==> src/rtl/huffman_coder_ctrl_if.sv <==
// Purpose: stream bundle between the Huffman coder controller and its host.
//   Symbol input stream : s_valid, s_ready, s_sym
//   Word output stream  : m_valid, m_ready, m_data, m_last, m_bits
// Modports:
//   slave  - controller side (consumes symbols, produces words)
//   master - host side (produces symbols, consumes words)
interface huffman_coder_ctrl_if #(
    parameter int SYM_W = 4
);
    logic             s_valid;
    logic             s_ready;
    logic [SYM_W-1:0] s_sym;
    logic             m_valid;
    logic             m_ready;
    logic [31:0]      m_data;
    logic             m_last;
    logic [5:0]       m_bits;

    modport slave (
        input  s_valid, s_sym, m_ready,
        output s_ready, m_valid, m_data, m_last, m_bits
    );

    modport master (
        output s_valid, s_sym, m_ready,
        input  s_ready, m_valid, m_data, m_last, m_bits
    );
endinterface

==> src/rtl/huffman_coder_ctrl.sv <==
// Purpose: sequencer and codebook for a 32-bit Huffman bit-packer. Maps
// accepted symbols to code/length through a loadable codebook, drives the
// packer, mirrors its bit count, buffers each emitted word in a 1-deep
// output register and zero-pads/tags the final word on flush.
// Ports:
//   clock, resetn          - clock, synchronous active-low reset
//   i_cfg_we/addr/code/len - codebook write (IDLE only, len clamped to 8)
//   i_start, i_flush       - begin message (IDLE) / end message (RUN)
//   o_p_ce/resetn/code/length, i_p_word - packer control and result word
//   o_word_cnt, o_busy, o_done - words taken, not-idle, end-of-message pulse
//   bus                    - symbol and word streams (slave modport)
module huffman_coder_ctrl #(
    parameter int SYM_W = 4,
    parameter int CNT_W = 16
) (
    input  logic             clock,
    input  logic             resetn,
    input  logic             i_cfg_we,
    input  logic [SYM_W-1:0] i_cfg_addr,
    input  logic [7:0]       i_cfg_code,
    input  logic [3:0]       i_cfg_len,
    input  logic             i_start,
    input  logic             i_flush,
    output logic             o_p_ce,
    output logic             o_p_resetn,
    output logic [7:0]       o_p_code,
    output logic [3:0]       o_p_length,
    input  logic [31:0]      i_p_word,
    output logic [CNT_W-1:0] o_word_cnt,
    output logic             o_busy,
    output logic             o_done,
    huffman_coder_ctrl_if.slave bus
);
    typedef enum logic [1:0] {IDLE, CLEAR, RUN, FLUSH} state_t;

    state_t           r_state;
    logic             r_clr_second;
    logic             r_pend;
    logic [7:0]       r_code;
    logic [3:0]       r_len;
    logic [5:0]       r_acc;
    logic [5:0]       r_pad;
    logic             r_m_valid;
    logic             r_m_last;
    logic [31:0]      r_m_data;
    logic [5:0]       r_m_bits;
    logic [CNT_W-1:0] r_word_cnt;
    logic             r_done;

    logic [7:0]       r_cb_code [2**SYM_W];
    logic [3:0]       r_cb_len  [2**SYM_W];

    logic             w_full;
    logic             w_stall;
    logic             w_s_ready;
    logic             w_accept;
    logic             w_pad_push;
    logic             w_push;
    logic [3:0]       w_pad_len;
    logic [3:0]       w_len;
    logic [7:0]       w_code;
    logic [5:0]       w_acc_next;
    logic             w_emit;
    logic             w_last;

    assign w_full    = (r_acc >= 6'd32);
    assign w_stall   = w_full && r_m_valid && !bus.m_ready;
    assign w_s_ready = (r_state == RUN) && !w_stall;
    assign w_accept  = bus.s_valid && w_s_ready;

    // Padding only starts once the last real symbol has been pushed.
    assign w_pad_push = (r_state == FLUSH) && !r_pend && (r_acc != 6'd0);
    assign w_push     = !w_stall && (r_pend || w_pad_push);

    // For acc in 25..31, 32-acc equals (-acc) mod 16 on the low nibble.
    assign w_pad_len  = w_full ? 4'd0 :
                        (r_acc > 6'd24) ? (4'd0 - r_acc[3:0]) : 4'd8;
    assign w_len      = r_pend ? r_len  : w_pad_len;
    assign w_code     = r_pend ? r_code : 8'd0;
    assign w_acc_next = w_full ? (r_acc - 6'd32 + {2'b00, w_len})
                               : (r_acc + {2'b00, w_len});
    assign w_emit     = w_push && w_full;
    // The word that drains the packer to empty during FLUSH is the last one.
    assign w_last     = (r_state == FLUSH) && (w_acc_next == 6'd0);

    assign o_p_ce     = (r_state == CLEAR) || w_push;
    assign o_p_resetn = (r_state != CLEAR);
    assign o_p_code   = w_push ? w_code : 8'd0;
    assign o_p_length = w_push ? w_len  : 4'd0;
    assign o_word_cnt = r_word_cnt;
    assign o_busy     = (r_state != IDLE);
    assign o_done     = r_done;

    assign bus.s_ready = w_s_ready;
    assign bus.m_valid = r_m_valid;
    assign bus.m_data  = r_m_data;
    assign bus.m_last  = r_m_last;
    assign bus.m_bits  = r_m_bits;

    always_ff @(posedge clock) begin
        if (i_cfg_we && (r_state == IDLE)) begin
            r_cb_code[i_cfg_addr] <= i_cfg_code;
            r_cb_len[i_cfg_addr]  <= (i_cfg_len > 4'd8) ? 4'd8 : i_cfg_len;
        end
    end

    always_ff @(posedge clock) begin
        if (!resetn) begin
            r_state      <= IDLE;
            r_clr_second <= 1'b0;
            r_pend       <= 1'b0;
            r_code       <= '0;
            r_len        <= '0;
            r_acc        <= '0;
            r_pad        <= '0;
            r_m_valid    <= 1'b0;
            r_m_last     <= 1'b0;
            r_m_data     <= '0;
            r_m_bits     <= '0;
            r_word_cnt   <= '0;
            r_done       <= 1'b0;
        end else begin
            r_done <= 1'b0;

            if (w_push)
                r_acc <= w_acc_next;

            if (w_accept) begin
                r_pend <= 1'b1;
                r_code <= r_cb_code[bus.s_sym];
                r_len  <= r_cb_len[bus.s_sym];
            end else if (w_push) begin
                r_pend <= 1'b0;
            end

            if (w_pad_push && w_push)
                r_pad <= r_pad + {2'b00, w_len};

            if (w_emit) begin
                r_m_valid <= 1'b1;
                r_m_data  <= i_p_word;
                r_m_last  <= w_last;
                r_m_bits  <= w_last ? (6'd32 - r_pad) : 6'd32;
            end else if (bus.m_ready) begin
                r_m_valid <= 1'b0;
                r_m_last  <= 1'b0;
            end

            if (r_m_valid && bus.m_ready && (r_word_cnt != '1))
                r_word_cnt <= r_word_cnt + 1'b1;

            case (r_state)
                IDLE: begin
                    if (i_start) begin
                        r_state      <= CLEAR;
                        r_clr_second <= 1'b0;
                        r_pend       <= 1'b0;
                        r_acc        <= '0;
                        r_pad        <= '0;
                        r_word_cnt   <= '0;
                    end
                end
                CLEAR: begin
                    r_acc        <= '0;
                    r_clr_second <= 1'b1;
                    if (r_clr_second)
                        r_state <= RUN;
                end
                RUN: begin
                    if (i_flush)
                        r_state <= FLUSH;
                end
                FLUSH: begin
                    if (!r_pend && (r_acc == 6'd0)) begin
                        r_state <= IDLE;
                        r_done  <= 1'b1;
                    end
                end
                default: r_state <= IDLE;
            endcase
        end
    end
endmodule

==> src/flat_wrapper.sv <==
// flat-port wrapper written by rule: the top's interface ports become plain ports
module huffman_coder_ctrl_flat 
#(
    parameter int SYM_W = 4,
    parameter int CNT_W = 16
)
  (clock, resetn, i_cfg_we, i_cfg_addr, i_cfg_code, i_cfg_len, i_start, i_flush, o_p_ce, o_p_resetn, o_p_code, o_p_length, i_p_word, o_word_cnt, o_busy, o_done, bus_s_valid, bus_s_sym, bus_m_ready, bus_s_ready, bus_m_valid, bus_m_data, bus_m_last, bus_m_bits);
  huffman_coder_ctrl_if #(.SYM_W(SYM_W)) bus_i ();
  input  logic clock;
  input  logic resetn;
  input  logic i_cfg_we;
  input  logic [SYM_W-1:0] i_cfg_addr;
  input  logic [7:0] i_cfg_code;
  input  logic [3:0] i_cfg_len;
  input  logic i_start;
  input  logic i_flush;
  output logic o_p_ce;
  output logic o_p_resetn;
  output logic [7:0] o_p_code;
  output logic [3:0] o_p_length;
  input  logic [31:0] i_p_word;
  output logic [CNT_W-1:0] o_word_cnt;
  output logic o_busy;
  output logic o_done;
  input wire logic [$bits(bus_i.s_valid)-1:0] bus_s_valid;
  input wire logic [$bits(bus_i.s_sym)-1:0] bus_s_sym;
  input wire logic [$bits(bus_i.m_ready)-1:0] bus_m_ready;
  output wire logic [$bits(bus_i.s_ready)-1:0] bus_s_ready;
  output wire logic [$bits(bus_i.m_valid)-1:0] bus_m_valid;
  output wire logic [$bits(bus_i.m_data)-1:0] bus_m_data;
  output wire logic [$bits(bus_i.m_last)-1:0] bus_m_last;
  output wire logic [$bits(bus_i.m_bits)-1:0] bus_m_bits;
  assign bus_i.s_valid = bus_s_valid;
  assign bus_i.s_sym = bus_s_sym;
  assign bus_i.m_ready = bus_m_ready;
  assign bus_s_ready = bus_i.s_ready;
  assign bus_m_valid = bus_i.m_valid;
  assign bus_m_data = bus_i.m_data;
  assign bus_m_last = bus_i.m_last;
  assign bus_m_bits = bus_i.m_bits;
  huffman_coder_ctrl #(.SYM_W(SYM_W), .CNT_W(CNT_W)) u_core (.clock(clock), .resetn(resetn), .i_cfg_we(i_cfg_we), .i_cfg_addr(i_cfg_addr), .i_cfg_code(i_cfg_code), .i_cfg_len(i_cfg_len), .i_start(i_start), .i_flush(i_flush), .o_p_ce(o_p_ce), .o_p_resetn(o_p_resetn), .o_p_code(o_p_code), .o_p_length(o_p_length), .i_p_word(i_p_word), .o_word_cnt(o_word_cnt), .o_busy(o_busy), .o_done(o_done), .bus(bus_i));
endmodule
==> config.mk <==
export PLATFORM = sky130hd
export DESIGN_NAME = huffman_coder_ctrl_flat
export DESIGN_NICKNAME = d
export VERILOG_FILES = /design/src/rtl/huffman_coder_ctrl_if.sv /design/src/rtl/huffman_coder_ctrl.sv /design/src/flat_wrapper.sv
export SDC_FILE = /design/constraint.sdc
export NUM_CORES = 1
export LEC_CHECK = 0
export BUFFER_PORTS_ARGS = -buffer_cell sky130_fd_sc_hd__buf_2
export CORE_AREA = 5 5 200 202
export DETAILED_ROUTE_END_ITERATION = 10
export DIE_AREA = 0 0 205 207
export GPL_TIMING_DRIVEN = 0
export PLACE_DENSITY = 0.55
export SYNTH_ARGS = -nofsm -noshare
export SYNTH_HDL_FRONTEND = slang
export SYNTH_SLANG_ARGS = --single-unit
==> constraint.sdc <==
create_clock -name clock -period 3.5 [get_ports clock]
set_input_delay 0.175 -clock clock [delete_from_list [all_inputs] [get_ports clock]]
set_output_delay 0.175 -clock clock [all_outputs]
set_load 0.01 [all_outputs]
==> results.cfg <==
[outcome]
status = complete, no violations

[finish]
area_growth_syn_to_layout_pct = 25.0
utilization = 0.370
finalNetCount = 1061
drive_above_1_share = 0.255
final_area_mm2 = 0.0141
final_cells = 1527

[cts]
cts_root_buffer = clkbuf_16
clockBufferDepth = 3
cts.sinks = 277
cts_buffers = 30
clock_latency_ps = 600
h-tree-depth = 1
clk_pin_slew_ps = 60
cts_tree = built

[floorplan]
dieHeight_um = 207
io_pins = 132
dieArea_mm2 = 0.0424
core_area_mm2 = 0.0381
rows = 72
dieWidth_um = 205
floorplan.initialDensity = 0.296

[drt]
via_per_inst = 4.65
dr.pass1.iters = 5
antenna_left = 0
vias = 7098
drt-total-wl_um = 27800
drc = 0
wl_per_cell_um = 18.2
drt_iter0_drc = 401

[timing]
tightest_slew_ps = 1300
worst_slew_margin_rel = 0.129
layout_setup_ws_ps = 329
fin_crit_sh = 0.906
drv_slew = 0
min_period_ps = 3170
rsz0062_at_grt = false
skew_ps = 44.0
finalHoldViolCount = 0
fmax_mhz = 315
setup_viol = 0
holdWs_ps = 41.6

[global_route]
antenna_found_initial = 1
grt_max_degree = 18
gr-usage-all-layers = 0.127
grt_pass1_vias = 7098
grt-ovfl-total = 0
grt_first_pass_wirelength_um = 42100

[place]
dpl_cell_area_mm2 = 0.0126
place_inst = 1423
portBuffers = 127
globalplace.congestion = 0.809
pre_cts_slack_ps = 239
dp_hpwl_um = 18800

[synth]
async_flop_share = 0
ys.flop_type = edfxtp_1
avgSynthCellArea_um2 = 14.6
postSynthCellCount = 774
synth.yosys.seq_area_share = 0.663
yosysWarnings = 0
netlist_area_mm2 = 0.0113
synth-seq-cells = 277
ys_types = 55
syn-num-nets = 851
synth_edf_count = 192

[critical_path]
crit_arrival_ps = 3620
crit_fanout = 11
crit_type = flop to flop
cp_num_buf_inv = 2
cp.required_ps = 3950
start_kind = flop
cp_slowest_cell = dfxtp_1
path_cells = clkbuf_1 > nand2_1 > o41ai_1 > ha_1 > fa_1 > nor4bb_1 > nand2_1 > or4_4 > buf_6 > o221a_1
cp-end-kind = flop
cp_top_family = simple AND/OR/NAND/NOR gates
cp_common_cell = nand2_1
cpPeakStageDelay_ps = 440

[power_and_ir_drop]
p_per_area_mw_per_mm2 = 526
cellLeakagePower_nw = 5.06
vdd_drop_max_v = 0.000426

[min_path]
min_path_type = input port to flop

[run]
max-cap-violations = 0
[per-layer routing]
layer  part of all wire  wire length [um]  track usage
met4              0.018               491       0.0247
met5            0.00047                13            0
met3              0.066              1830       0.0266
met1               0.46             12700        0.179
met2               0.46             12800        0.204
[layout by cell type, fill, tap and decap left out, types with 5 or more instances in the layout]
cell | Yosys | layout
and2_1 | 5 | 5
nor3_1 | 14 | 10
nand2b_1 | 5 | 5
edfxtp_1 | 192 | 192
nand2_1 | 88 | 88
o21ai_0 | 17 | 17
nand4_1 | 6 | 6
a21oi_1 | 45 | 45
a211oi_1 | 7 | 7
clkinv_2 | 0 | 8
nor2_1 | 44 | 42
clkbuf_8 | 0 | 5
a2bb2oi_1 | 12 | 12
dlygate4sd3_1 | 0 | 45
nand3_1 | 14 | 14
buf_6 | 2 | 7
inv_1 | 14 | 14
nor4_1 | 5 | 5
and3_1 | 15 | 15
xnor2_1 | 21 | 21
clkbuf_1 | 26 | 33
ha_1 | 16 | 16
buf_2 | 7 | 134
mux2i_1 | 30 | 30
clkbuf_16 | 0 | 31
dfxtp_1 | 85 | 85
mux4_2 | 48 | 48
[cell usage after synthesis, drive strengths merged, types with 5 or more instances]
cell type    n  area share
and2         5      0.0028
a211oi       7      0.0047
dfxtp       85        0.15
a21oi       45       0.020
edfxtp     192        0.51
o31ai        5      0.0051
nand4        6      0.0033
mux2i       30       0.027
o21ai       18      0.0080
nand2b       5      0.0028
mux4        48       0.096
nor2        44       0.015
nand2       88       0.029
nor4         5      0.0028
xnor2       21       0.016
clkbuf      26      0.0087
inv         14      0.0047
nor3        14      0.0062
nand3       14      0.0062
and3        15      0.0083
buf         15      0.0078
a2bb2oi     12      0.0093
ha          16       0.018
[cell families (layout without fill, tap and decap cells)]
family	Yosys count	count (layout)	synth area share
adders and majority gates	18	18	0.0213
AOI/OAI and AO/OA	108	108	0.0654
buffers and inverters	55	289	0.0211
DFF	277	277	0.663
and+or+nand+nor	213	213	0.0876
muxes	78	78	0.123
other	0	1	0
xor gates and xnor gates	25	25	0.0194
[worst register-to-register path, stage by stage, from the launching register on]
cell and delay [ps]:
dfxtp_1 440, clkbuf_1 420, nand2_1 120, o41ai_1 150
ha_1 310, fa_1 440, nor4bb_1 310, nand2_1 80
or4_4 420, buf_6 160, o221a_1 220
[repair_timing]
item | in CTS | in global routing
hold endpoints to repair | 163 | 0
setup endpoints to repair | 0 | 1
gates resized for setup | 0 | 1
hold buffers | 45 | 0
setup buffers | 0 | 0
[metrics by stage]
step	setup TNS (ps)	total power [mW]
finish	0	7.40
CTS	0	7.50
global route	0	7.69
detailed placement	0	4.30
floorplan	0	4.04
global placement	-843	4.28
[final cells by class]
class	instances	area, um2
multi-input combinational	442	3590
clock inverter	13	123
tap	518	648
buffer	41	185
inverter	14	52.6
sequential	277	7470
fill	3622	24000
antenna	1	2.50
timing repair buffer	178	1150
clock buffer	43	871
[worst paths after layout]
check | startpoint | end | cells after the start | slack (ps)
setup / recovery | u_core.r_pend$_SDFF_PN0_ | u_core.bus.m_bits[5]$_SDFFE_PN0P_ | 10 | 330
setup reg to reg | u_core.r_pend$_SDFF_PN0_ | u_core.bus.m_bits[5]$_SDFFE_PN0P_ | 10 | 330
hold reg to reg | u_core.bus.m_data[25]$_SDFFE_PN0P_ | u_core.bus.m_data[25]$_SDFFE_PN0P_ | 2 | 450
hold / removal | i_cfg_addr[2] | u_core.r_cb_code[2][6]$_DFFE_PP_ | 2 | 40
[where the power goes]
part           leakage, nW  total (mW)  internal (mW)  switching (mW)
Sequential            2.42        3.62           3.59          0.0335
Combinational         2.15       0.636          0.247           0.390
Clock                0.492        3.15           1.81            1.33
Total                 5.06        7.40           5.65            1.76
[sequential cells by signal (all words and copies together) (netlist names), 2 cells and up]
name and cells:
u_core.bus.m_bits 6, u_core.r_pad 6, u_core.r_len 4, u_core.r_state 2, u_core.r_code 8, u_core.r_acc 6
u_core.o_word_cnt 16, u_core.bus.m_data 32, u_core.r_cb_len 64, u_core.r_cb_code 128
Power figures use the tool's default switching activity.
